File: config.mk
export PLATFORM = sky130hd
export DESIGN_NAME = arp_responder
export DESIGN_NICKNAME = d
export VERILOG_FILES = /design/src/rtl/arp_responder.sv
export SDC_FILE = /design/constraint.sdc
export NUM_CORES = 1
export LEC_CHECK = 0
export BUFFER_PORTS_ARGS = -buffer_cell sky130_fd_sc_hd__buf_2
export CAP_MARGIN = 20
export CORE_MARGIN = 5
export CORE_UTILIZATION = 53
export DETAILED_ROUTE_END_ITERATION = 16
export PLACE_DENSITY_LB_ADDON = 0.12
export SLEW_MARGIN = 0
export SYNTH_ARGS = -nofsm -noshare
export SYNTH_HDL_FRONTEND = slang
export SYNTH_SLANG_ARGS = --single-unit
File: constraint.sdc
create_clock -name clk -period 5.9 [get_ports clk]
set_input_delay 0.885 -clock clk [delete_from_list [all_inputs] [get_ports clk]]
set_output_delay 0.885 -clock clk [all_outputs]
set_load 0.02 [all_outputs]
File: src/rtl/arp_responder.sv
// ARP reply generator: filters decoded ARP requests for local_ip and streams the 28-byte reply payload once the TX arbiter grants.
// Optional statistics counters (rpl_cnt, drop_cnt) are enabled by defining ARP_STATS_EN.
module arp_responder #(
  parameter logic [7:0]  REQ_TIMEOUT = 8'd255,
  parameter int unsigned STATS_W     = 16
) (
  input  logic        clk,
  input  logic        rst,
  input  logic        dec_done,
  input  logic        dec_err,
  input  logic [47:0] dec_sha,
  input  logic [31:0] dec_spa,
  input  logic [31:0] dec_tpa,
  input  logic [47:0] local_mac,
  input  logic [31:0] local_ip,
  output logic        tx_req,
  input  logic        tx_grant,
  output logic        tx_valid,
  input  logic        tx_ready,
  output logic [7:0]  tx_data,
  output logic        tx_last,
  output logic        busy,
  output logic        drop
`ifdef ARP_STATS_EN
  ,
  output logic [STATS_W-1:0] rpl_cnt,
  output logic [STATS_W-1:0] drop_cnt
`endif
);

  typedef enum logic [1:0] {S_IDLE, S_REQ, S_SEND} state_t;

  // HTYPE=1, PTYPE=0x0800, HLEN=6, PLEN=4, OPER=2; byte 0 sits in bits [7:0]
  localparam logic [63:0] ARP_HDR  = 64'h0200_0406_0008_0100;
  localparam logic [4:0]  LAST_IDX = 5'd27;

  state_t      state_q, state_d;
  logic [47:0] tha_q, tha_d;
  logic [31:0] tpa_q, tpa_d;
  logic [4:0]  byte_cnt_q, byte_cnt_d;
  logic [7:0]  to_cnt_q, to_cnt_d;
  logic        tx_req_q, tx_req_d;
  logic        tx_valid_q, tx_valid_d;
  logic        tx_last_q, tx_last_d;
  logic [7:0]  tx_data_q, tx_data_d;
  logic        busy_q, busy_d;
  logic        drop_q, drop_d;

  logic [223:0] payload;
  logic [4:0]   nxt_idx;

  assign payload = {tpa_q, tha_q, local_ip, local_mac, ARP_HDR};
  assign nxt_idx = byte_cnt_q + 5'd1;

  always_ff @(posedge clk or posedge rst) begin
    if (rst) begin
      state_q    <= S_IDLE;
      tha_q      <= '0;
      tpa_q      <= '0;
      byte_cnt_q <= '0;
      to_cnt_q   <= '0;
      tx_req_q   <= 1'b0;
      tx_valid_q <= 1'b0;
      tx_last_q  <= 1'b0;
      tx_data_q  <= '0;
      busy_q     <= 1'b0;
      drop_q     <= 1'b0;
    end else begin
      state_q    <= state_d;
      tha_q      <= tha_d;
      tpa_q      <= tpa_d;
      byte_cnt_q <= byte_cnt_d;
      to_cnt_q   <= to_cnt_d;
      tx_req_q   <= tx_req_d;
      tx_valid_q <= tx_valid_d;
      tx_last_q  <= tx_last_d;
      tx_data_q  <= tx_data_d;
      busy_q     <= busy_d;
      drop_q     <= drop_d;
    end
  end

  always_comb begin
    state_d    = state_q;
    tha_d      = tha_q;
    tpa_d      = tpa_q;
    byte_cnt_d = byte_cnt_q;
    to_cnt_d   = to_cnt_q;
    tx_req_d   = tx_req_q;
    tx_valid_d = tx_valid_q;
    tx_last_d  = tx_last_q;
    tx_data_d  = tx_data_q;
    drop_d     = 1'b0;

    case (state_q)
      S_IDLE: begin
        if (dec_done) begin
          if (!dec_err && dec_tpa == local_ip) begin
            state_d  = S_REQ;
            tha_d    = dec_sha;
            tpa_d    = dec_spa;
            to_cnt_d = '0;
            tx_req_d = 1'b1;
          end else begin
            drop_d = 1'b1;
          end
        end
      end

      S_REQ: begin
        drop_d = dec_done;
        // Grant is checked first so it wins over a coincident timeout
        if (tx_grant) begin
          state_d    = S_SEND;
          byte_cnt_d = '0;
          tx_valid_d = 1'b1;
          tx_last_d  = 1'b0;
          tx_data_d  = payload[7:0];
        end else if (REQ_TIMEOUT != 8'd0 && to_cnt_q + 8'd1 == REQ_TIMEOUT) begin
          state_d  = S_IDLE;
          tx_req_d = 1'b0;
          drop_d   = 1'b1;
        end else begin
          to_cnt_d = to_cnt_q + 8'd1;
        end
      end

      S_SEND: begin
        drop_d = dec_done;
        if (tx_valid_q && tx_ready) begin
          if (byte_cnt_q == LAST_IDX) begin
            state_d    = S_IDLE;
            tx_req_d   = 1'b0;
            tx_valid_d = 1'b0;
            tx_last_d  = 1'b0;
          end else begin
            byte_cnt_d = nxt_idx;
            tx_data_d  = payload[{nxt_idx, 3'b000} +: 8];
            tx_last_d  = (nxt_idx == LAST_IDX);
          end
        end
      end

      default: state_d = S_IDLE;
    endcase

    busy_d = (state_d != S_IDLE);
  end

  assign tx_req   = tx_req_q;
  assign tx_valid = tx_valid_q;
  assign tx_last  = tx_last_q;
  assign tx_data  = tx_data_q;
  assign busy     = busy_q;
  assign drop     = drop_q;

`ifdef ARP_STATS_EN
  logic               rpl_inc;
  logic [STATS_W-1:0] rpl_cnt_q, drop_cnt_q;

  assign rpl_inc = (state_q == S_SEND) && tx_valid_q && tx_ready && (byte_cnt_q == LAST_IDX);

  // Saturating counters: they stick at all-ones rather than wrap
  always_ff @(posedge clk or posedge rst) begin
    if (rst) begin
      rpl_cnt_q  <= '0;
      drop_cnt_q <= '0;
    end else begin
      if (rpl_inc && rpl_cnt_q != '1)
        rpl_cnt_q <= rpl_cnt_q + 1'b1;
      if (drop_d && drop_cnt_q != '1)
        drop_cnt_q <= drop_cnt_q + 1'b1;
    end
  end

  assign rpl_cnt  = rpl_cnt_q;
  assign drop_cnt = drop_cnt_q;
`else
  // No statistics logic in this build.
`endif

endmodule
==> summary.txt <==
Worst hold path
  • Worst Hold Class: reg2reg

GRT
  • Largest net degree at the start of global routing: 82
  • All-Layer GR Usage: 26.4%
  • Initial antenna violation count: 0
  • Remaining Overflow, GRT: 0
  • Number of global-route vias before repair: 5507
  • First-pass GRT wire length: 29400 um

Die
  • Ports: 211
  • Die area: 0.0143 mm^2
  • Num rows: 40
  • Initial core utilization: 53.6%
  • Die Ht: 120 um
  • Die X-Extent: 120 um
  • Core area: 0.0119 mm^2

Synth
  • Mapped cell area: 0.00638 mm^2
  • Yosys top cell by area: dfrtp_1
  • Post-synth ARST share: 100%
  • Top cells by area, synth: dfrtp_1, mux2_1, mux4_2
  • Yosys warns: 0
  • Avg Cell Area, Syn: 12.0 um^2
  • EDFF count, synth: 0
  • Mapped Nets: 741
  • Synth top area share: 42.3%
  • Yosys reg bits: 108
  • Cells after Synth: 533
  • Synth cell types: 55
  • Top_reg_cell synth: dfrtp_1
  • Register area share after synthesis: 42.3%

Route
  • Initial drt markers: 369
  • Final WL: 18400 um
  • Drc violations: 0
  • Via Count: 5290
  • Post-DRT Antenna Nets: 0
  • Routed length per instance: 20.9 um
  • Pre-antenna DRT Iters: 5
  • Drt via density: 6.00

Place
  • GPL Wtd Cong: 0.899
  • Post-DP Area: 0.00755 mm^2
  • Post-DP HPWL: 14400 um
  • Setup WS pre-CTS: 2.09 ns
  • Port Buffer Count: 210

Layout
  • Share of cells above drive strength 1: 38.2%
  • Final net count: 938
  • Fin area: 0.00787 mm^2
  • Most frequent cells in the layout: buf_2, dfrtp_1, mux2_1
  • Area Overhead vs Synth: 23.3%
  • Diode count: 0
  • Final Util: 66.1%
  • Commonest non-fill, non-tap cell in the layout: buf_2

Power
  • Peak VDD IR: 0.000233 V
  • Sequential power share: 48.7%
  • Power Density: 193 mW/mm^2
  • Clock share of power: 41.6%
  • Gate power share: 9.7%
  • Leak pwr: 3.95 nW
  • Switching portion of total power: 24.2%
  • Switching pwr: 0.000367 W
  • Internal Power: 0.00115 W

STA
  • Setup TNS: 0 ns
  • Setup Viol. Count Final: 0
  • Final hold vios: 0
  • Max_slew headroom: 28.7%
  • Tightest Pin Transition: 1.07 ns
  • RSZ-0062 raised after global routing: false
  • Fin crit share: 59.1%
  • Fin. max-slew vios: 0
  • Fmax: 287 MHz
  • Clock Skew: 0.00768 ns
  • Setup WS post-layout: 2.42 ns
  • Fin crit period: 3.48 ns

Worst setup path
  • Worst Path Required: 6.14 ns
  • CP Capture Type: flip-flop
  • Critical Path Source Type: input port
  • Worst-path fanout max: 81
  • Critical path arrival: 3.72 ns
  • Crit Path Class: in2reg

Clock tree
  • Num Clock Sinks: 108
  • # Post-CTS Setup Buffers: 0
  • CTS Buffer Depth: 2
  • Worst-path clk slew: 0.07 ns
  • Root Buffer: clkbuf_16
  • Hold_buf cts: 0
  • TritonCTS buffer count: 9
  • H-tree levels: 3
  • Worst skew pair latency: 0.36 ns
  • CTS tree: yes
  • PostCTS Resize Cnt: 0

Outcome
  • Status: finished clean

Run
  • Max_cap viols: 0
cell type report:
type / count / area [um^2]
Inverter: 17 / 66.3
Tap cell: 147 / 184
Timing Repair Buffer: 215 / 1090
Multi-Input combinational cell: 379 / 3510
Sequential cell: 108 / 2700
Clock buffer: 10 / 229
Clock inverter: 6 / 82.6
Fill cell: 923 / 4040
synth_stat cells, drive strengths merged, types with 4 or more instances:
library cell / instances
nor2: 16
o221ai: 5
o21ai: 16
xnor2: 6
nor2b: 12
a221o: 4
nand2: 45
nor3: 9
dfrtp: 108
and3: 4
clkbuf: 12
mux2i: 7
a21oi: 19
nor4: 7
xor2: 28
inv: 17
mux4: 39
nand4: 8
nand3: 11
a31oi: 9
mux2: 80
buf: 17
ha: 10
sequential cells by signal, summed over array words and instances (netlist names):
register / count
tx_last: 1
tx_req: 1
tx_data: 8
drop: 1
byte_cnt_q: 5
tx_valid: 1
tpa_q: 32
to_cnt_q: 8
busy: 1
state_q: 2
tha_q: 48
power groups by stage:
| stage | clock network (W) | logic, W | registers [W] |
|---|---|---|---|
| final | 0.000633 | 0.000148 | 0.000740 |
| after global routing | 0.000682 | 0.000162 | 0.000740 |
| after CTS | 0.000646 | 0.000149 | 0.000740 |
| after detailed placement | 0 | 0.000148 | 0.000755 |
| after global placement | 0 | 0.000146 | 0.000755 |
| after floorplan | 0 | 0.0000523 | 0.000755 |
metal layers:
layer	vias up	wire length [um]	part of all wire, %	global-route usage [%]
met4	0	436	2.4	7.30
met3	24	1390	7.6	7.63
li1	2395	-	-	-
met5	-	0	0	0
met2	226	9010	49	42.8
met1	2645	7560	41	34.8
worst max-delay path: stages:
cell and delay (ns):
buf_2 0.11, xor2_1 0.17, nor4b_1 0.42, nand4_1 0.26, nor4_4 0.57, nand2_4 0.66
mux2_1 0.58
cell families (layout without fill, tap and decap cells):
| kind of cell | after synthesis | count (layout) | synth area share [%] |
|---|---|---|---|
| flops | 108 | 108 | 42.3 |
| simple gates | 123 | 123 | 9.70 |
| compound gates | 86 | 86 | 9.37 |
| fa+ha+maj | 10 | 10 | 1.96 |
| buf+inv | 46 | 248 | 3.00 |
| xor+xnor | 34 | 34 | 4.66 |
| mux | 126 | 126 | 29.0 |
path summary, 6_finish.rpt:
path | from | depth (start not counted) | endpoint | slack [ns]
max | dec_tpa[1] | 7 | tpa_q[14]$_DFFE_PP0P_ | 2.42
min | tpa_q[28]$_DFFE_PP0P_ | 1 | tpa_q[28]$_DFFE_PP0P_ | 0.49
max reg2reg | byte_cnt_q[0]$_DFFE_PP0P_ | 7 | tx_data[2]$_DFFE_PP0P_ | 2.67
min reg2reg | tpa_q[28]$_DFFE_PP0P_ | 1 | tpa_q[28]$_DFFE_PP0P_ | 0.49
max in group asynchronous | rst | 3 | tpa_q[6]$_DFFE_PP0P_ | 4.07
min in group asynchronous | rst | 2 | tha_q[0]$_DFFE_PP0P_ | 0.56
metrics by stage:
| step | hold WS [ns] | total power (W) | instances |
|---|---|---|---|
| floorplan | 0.459 | 0.000808 | 533 |
| global placement | 0.469 | 0.000900 | 865 |
| detailed placement | 0.475 | 0.000903 | 865 |
| CTS | 0.492 | 0.00153 | 881 |
| global route | 0.504 | 0.00158 | 882 |
| finish | 0.487 | 0.00152 | 882 |
No activity file was read; power rests on OpenSTA's default activity.
